`config.mk`:
```
export PLATFORM = sky130hd
export DESIGN_NAME = hp1349a_bus_rx
export DESIGN_NICKNAME = d
export VERILOG_FILES = /design/src/rtl/hp1349a_bus_rx.sv
export SDC_FILE = /design/constraint.sdc
export NUM_CORES = 1
export LEC_CHECK = 0
export BUFFER_PORTS_ARGS = -buffer_cell sky130_fd_sc_hd__buf_2
export CORE_MARGIN = 2
export CORE_UTILIZATION = 25
export CTS_BUF_LIST = sky130_fd_sc_hd__clkbuf_16
export DETAILED_ROUTE_END_ITERATION = 10
export GPL_ROUTABILITY_DRIVEN = 0
export HOLD_SLACK_MARGIN = 0.05
export PLACE_DENSITY = 0.36
export SYNTH_ARGS = -nofsm -noshare
export SYNTH_HDL_FRONTEND = slang
export SYNTH_SLANG_ARGS = --single-unit
```
`constraint.sdc`:
```
create_clock -name clk -period 4.9 [get_ports clk]
set_clock_uncertainty 0.05 [all_clocks]
set_input_delay 1.47 -clock clk [delete_from_list [all_inputs] [get_ports clk]]
set_output_delay 1.47 -clock clk [all_outputs]
set_load 0.005 [all_outputs]
```
`src/rtl/hp1349a_bus_rx.sv`:
```
// hp1349a_bus_rx
// Receive front end for the HP 1349A parallel display bus. Synchronizes and
// glitch-filters the host LDAV strobe, runs the LDAV/LRFD four-phase
// handshake and queues each 15-bit bus word in a show-ahead FIFO.
//
// Ports
//   clk          system clock, rising edge
//   rst_n        asynchronous active-low reset
//   bus_ldav_n   host data-available strobe (async, active low)
//   bus_data     host data word (async, stable around the strobe)
//   bus_lrfd_n   ready-for-data back to the host (active low)
//   word_data    FIFO head word
//   word_valid   FIFO not empty
//   word_ready   consumer pop request (pops when word_valid & word_ready)
//   fifo_level   current word count, 0..2^DEPTH_LOG2
//   glitch_cnt   saturating count of rejected LDAV pulses
module hp1349a_bus_rx #(
  parameter int FILT       = 4,
  parameter int DEPTH_LOG2 = 3
) (
  input  logic                  clk,
  input  logic                  rst_n,
  input  logic                  bus_ldav_n,
  input  logic [14:0]           bus_data,
  output logic                  bus_lrfd_n,
  output logic [14:0]           word_data,
  output logic                  word_valid,
  input  logic                  word_ready,
  output logic [DEPTH_LOG2:0]   fifo_level,
  output logic [7:0]            glitch_cnt
);

  localparam int                  DEPTH     = 1 << DEPTH_LOG2;
  localparam logic [7:0]          FILT_LAST = 8'(FILT - 1);
  localparam logic [DEPTH_LOG2:0] LVL_FULL  = (DEPTH_LOG2 + 1)'(DEPTH);
  localparam logic [DEPTH_LOG2:0] LVL_ONE   = (DEPTH_LOG2 + 1)'(1);
  localparam logic [DEPTH_LOG2-1:0] PTR_ONE = DEPTH_LOG2'(1);

  typedef enum logic {
    ST_HOLD = 1'b0,
    ST_IDLE = 1'b1
  } state_t;

  logic                  ldav_meta_r;
  logic                  ldav_sync_r;
  logic [14:0]           data_meta_r;
  logic [14:0]           data_sync_r;
  logic                  ldav_filt_r;
  logic [7:0]            fcnt_r;
  logic [7:0]            glitch_cnt_r;
  state_t                state_r;
  state_t                state_nxt_s;
  logic                  wr_en_s;
  logic                  rd_en_s;
  logic                  full_s;
  logic                  lrfd_n_s;
  logic [14:0]           mem_r [DEPTH];
  logic [DEPTH_LOG2-1:0] wr_ptr_r;
  logic [DEPTH_LOG2-1:0] rd_ptr_r;
  logic [DEPTH_LOG2:0]   level_r;

  // Two-flop synchronizer for strobe and data. Deliberately not reset: it
  // keeps sampling through reset so that, at release, the FSM already sees
  // whether the host is still holding LDAV low from an interrupted transfer.
  always_ff @(posedge clk) begin
    ldav_meta_r <= bus_ldav_n;
    ldav_sync_r <= ldav_meta_r;
    data_meta_r <= bus_data;
    data_sync_r <= data_meta_r;
  end

  // Level filter: the filtered strobe follows the synchronized one only after
  // FILT consecutive cycles of disagreement; aborted runs count as glitches.
  always_ff @(posedge clk or negedge rst_n) begin
    if (!rst_n) begin
      ldav_filt_r  <= 1'b1;
      fcnt_r       <= 8'd0;
      glitch_cnt_r <= 8'd0;
    end else if (ldav_sync_r == ldav_filt_r) begin
      fcnt_r <= 8'd0;
      if ((fcnt_r != 8'd0) && (glitch_cnt_r != 8'hFF)) begin
        glitch_cnt_r <= glitch_cnt_r + 8'd1;
      end
    end else if (fcnt_r == FILT_LAST) begin
      ldav_filt_r <= ldav_sync_r;
      fcnt_r      <= 8'd0;
    end else begin
      fcnt_r <= fcnt_r + 8'd1;
    end
  end

  // Handshake state register.
  always_ff @(posedge clk or negedge rst_n) begin
    if (!rst_n) begin
      state_r <= ST_HOLD;
    end else begin
      state_r <= state_nxt_s;
    end
  end

  // Next-state logic. Leaving HOLD also requires the raw synchronized level to
  // be high, so a host still holding LDAV low across reset stays stalled.
  always_comb begin
    state_nxt_s = state_r;
    case (state_r)
      ST_HOLD: begin
        if (ldav_filt_r && ldav_sync_r && !full_s) begin
          state_nxt_s = ST_IDLE;
        end else begin
          state_nxt_s = ST_HOLD;
        end
      end
      ST_IDLE: begin
        if (!ldav_filt_r) begin
          state_nxt_s = ST_HOLD;
        end else begin
          state_nxt_s = ST_IDLE;
        end
      end
      default: state_nxt_s = ST_HOLD;
    endcase
  end

  // Output decode: LRFD asserted only in IDLE; the capture happens on the
  // edge that leaves IDLE.
  always_comb begin
    lrfd_n_s = 1'b1;
    wr_en_s  = 1'b0;
    case (state_r)
      ST_IDLE: begin
        lrfd_n_s = 1'b0;
        wr_en_s  = ~ldav_filt_r;
      end
      ST_HOLD: begin
        lrfd_n_s = 1'b1;
        wr_en_s  = 1'b0;
      end
      default: begin
        lrfd_n_s = 1'b1;
        wr_en_s  = 1'b0;
      end
    endcase
  end

  assign full_s  = (level_r == LVL_FULL);
  assign rd_en_s = word_ready && (level_r != '0);

  // FIFO storage and pointers; storage is cleared so the head reads zero after reset.
  always_ff @(posedge clk or negedge rst_n) begin
    if (!rst_n) begin
      for (int i = 0; i < DEPTH; i++) begin
        mem_r[i] <= 15'd0;
      end
      wr_ptr_r <= '0;
      rd_ptr_r <= '0;
    end else begin
      if (wr_en_s) begin
        mem_r[wr_ptr_r] <= data_sync_r;
        wr_ptr_r        <= wr_ptr_r + PTR_ONE;
      end
      if (rd_en_s) begin
        rd_ptr_r <= rd_ptr_r + PTR_ONE;
      end
    end
  end

  // Word count; a simultaneous write and pop leaves it unchanged.
  always_ff @(posedge clk or negedge rst_n) begin
    if (!rst_n) begin
      level_r <= '0;
    end else begin
      case ({wr_en_s, rd_en_s})
        2'b10:   level_r <= level_r + LVL_ONE;
        2'b01:   level_r <= level_r - LVL_ONE;
        default: level_r <= level_r;
      endcase
    end
  end

  assign bus_lrfd_n = lrfd_n_s;
  assign word_data  = mem_r[rd_ptr_r];
  assign word_valid = (level_r != '0);
  assign fifo_level = level_r;
  assign glitch_cnt = glitch_cnt_r;

endmodule

```
==> impl_metrics.json <==
{
  "status": "completed",
  "worst-setup-path-type": "flip-flop to output port",
  "yosysUniqueCellTypes": 43,
  "grt_pass1_wl_um": 26660,
  "grt_use_total_pct": 11.45,
  "min_period_over_period_pct": 78.73,
  "grt_setup_unrepaired": "false",
  "ant_nets": 0,
  "worst_slew_pin_slew_ns": 1.094,
  "grt_pass1_vias": 4434,
  "finalWorstPathRequiredPeriod_ns": 3.858,
  "rows": 63,
  "yosysTopAreaCellShare_pct": 49.19,
  "avgSynthCellArea_um2": 15.74,
  "antenna_found_initial": 0,
  "cap_violations": 0,
  "synthFlopType": "dfrtp_1",
  "ys_seq_area_share_pct": 58.11,
  "routed_wl_um": 16570,
  "clk_path_buf_depth": 2,
  "cp.arrival_ns": 2.34,
  "stdcell_count": 933,
  "io_buffers": 47,
  "hold_viol": 0,
  "vias_per_cell": 4.335,
  "drt_iter0_drc": 218,
  "hold_ws_ns": 0.2772,
  "post-synth-top-count-cell": "dfrtp_1",
  "grt_max_degree": 81,
  "synth-seq-cells": 180,
  "ir_drop_mv": 0.2557,
  "path_clk_slew_ns": 0.07,
  "synth_area_leaders": "dfrtp_1 (49%), mux2_2 (18%), mux4_2 (9.0%)",
  "synth_nets": 504,
  "holdCritPathClass": "flip-flop to flip-flop",
  "power_density_nw_per_um2": 610.3,
  "crit_path_end_kind": "output port",
  "ios": 48,
  "dieWidth_um": 177.0,
  "synth.cell_area_um2": 7478,
  "root_buffer": "clkbuf_16",
  "core-area_um2": 29560,
  "maxSlewHeadroom_pct": 27.05,
  "cts_hold_buf": 0,
  "r2r_slack_ns": 2.09,
  "numCtsBuffers": 17,
  "post_cts_buffers": 0,
  "n_antenna_cell": 0,
  "grt.overflow.total": 0,
  "initial_utilization_pct": 25.30,
  "cts_tree": "built",
  "crit_fanout": 20,
  "start_kind": "flip-flop",
  "dieArea_um2": 31310,
  "drc": 0,
  "p_leak_nw": 4.048,
  "final.setup.tns_ns": 0,
  "layout_setup_ws_ns": 1.042,
  "setup_viol": 0,
  "synth_edf_count": 0,
  "finalMaxSlewViolations": 0,
  "drtPass1Iterations": 4,
  "area_growth_pct": 17.38,
  "vias": 4045,
  "layout-drive-gt1-share_pct": 45.12,
  "fin_nets": 559,
  "placed_area_um2": 8174,
  "clk-insertion-delay-late_ns": 0.43,
  "synth.largest_area_cell": "dfrtp_1",
  "die-height_um": 177.0,
  "cp_data_required_time_ns": 3.38,
  "place_inst": 901,
  "clock.fmax_mhz": 259.2,
  "dp_hpwl_um": 10220,
  "postLayoutCellArea_um2": 8778,
  "ys_async_sr_fraction_pct": 82.22,
  "post_drt_wl_per_cell_um": 17.76,
  "cts_sinks": 180,
  "htreeDepth": 4,
  "syn_inst": 475,
  "synthTopCellsByCount": "dfrtp_1 (147), mux2_2 (117), dfxtp_1 (32)",
  "nFillCells": 2987,
  "preCtsSetupSlack_ns": 1.401,
  "ys.warnings.count": 0,
  "post_cts_resized": 0
}
-- registers in the layout (all words and copies together) (netlist names), 3 cells and up --
name	cells
fcnt_r	8
data_meta_r	15
fifo_level	4
data_sync_r	15
wr_ptr_r	3
rd_ptr_r	3
glitch_cnt	8
mem_r	120
-- cells in the final DEF, fill, tap and decap left out, types with 2 or more instances in the layout --
master      Yosys  final
dfrtp_1       147    146
mux2_2        117    117
buf_2           6     46
dfxtp_1        32     32
mux4_2         30     30
mux2_1         21     21
clkbuf_16       0     17
nand2_1        14     14
xnor2_1        14     14
nor2_1         11     11
nand3_1        10     10
inv_1           7      9
ha_1            9      9
inv_6           0      7
buf_4           3      6
xor2_1          5      5
and3_1          4      4
nand4_1         4      4
bufinv_16       0      3
nor4_1          2      2
o21ai_0         2      2
nand3b_4        2      2
nand2_2         2      2
nor3b_4         2      2
a31oi_1         2      2
clkinvlp_4      0      2
buf_12          0      2
-- through the flow --
stage | util, % | total power [W]
floorplan | - | 0.003453
global placement | 27.65 | 0.003976
detailed placement | 27.65 | 0.004020
CTS | 29.70 | 0.005480
global route | 29.70 | 0.005736
finish | 29.70 | 0.005357
-- where the power goes --
group	switching, W	leakage [nW]	internal, W
Sequential	0.000391	2.22	0.00195
Combinational	0.000631	1.53	0.000959
Clock	0.000612	0.298	0.000810
-- path summary, 6_finish.rpt --
path                                 from        endpoint  depth (start not counted)
setup / recovery              rd_ptr_r[0]   word_data[10]                          4
hold / removal             data_meta_r[6]  data_sync_r[6]                          0
setup reg to reg            fifo_level[1]   fifo_level[3]                         10
hold reg to reg            data_meta_r[6]  data_sync_r[6]                          0
max in group asynchronous           rst_n       mem_r[61]                          2
min in group asynchronous           rst_n       mem_r[53]                          1
-- critical path, stage by stage (launching register included) --
cell     delay [ns]
dfrtp_2        0.67
buf_12         0.28
mux4_2         0.52
mux2_2         0.30
buf_2          0.13
-- logic make-up (layout without fill, tap and decap cells) --
| family | count (synthesis) | after routing | synth area share (%) |
|---|---|---|---|
| and+or+nand+nor | 62 | 62 | 5.220 |
| DFF | 180 | 180 | 58.11 |
| AOI/OAI and AO/OA | 8 | 8 | 0.7194 |
| buffers and inverters | 27 | 95 | 2.008 |
| xor gates and xnor gates | 19 | 19 | 2.225 |
| adders and majority gates | 10 | 10 | 1.774 |
| muxes | 169 | 169 | 29.95 |
-- per-layer routing --
metal	global-route usage (%)	wire length (um)	up-vias
met3	2.728	509	13
met4	3.512	189	0
met1	14.80	7787	2136
met5	0	0	-
li1	-	-	1851
met2	18.95	8084	45
-- layout make-up --
class	count	area [um2]	area share (%)
Clock buffer	17	425.4	4.846
Clock inverter	15	178.9	2.038
Inverter	8	30.03	0.3421
Multi-Input combinational cell	268	2983	33.98
Sequential cell	180	4347	49.52
Tap cell	390	488.0	5.559
Timing Repair Buffer	55	326.6	3.720
Power figures use the tool's default switching activity.
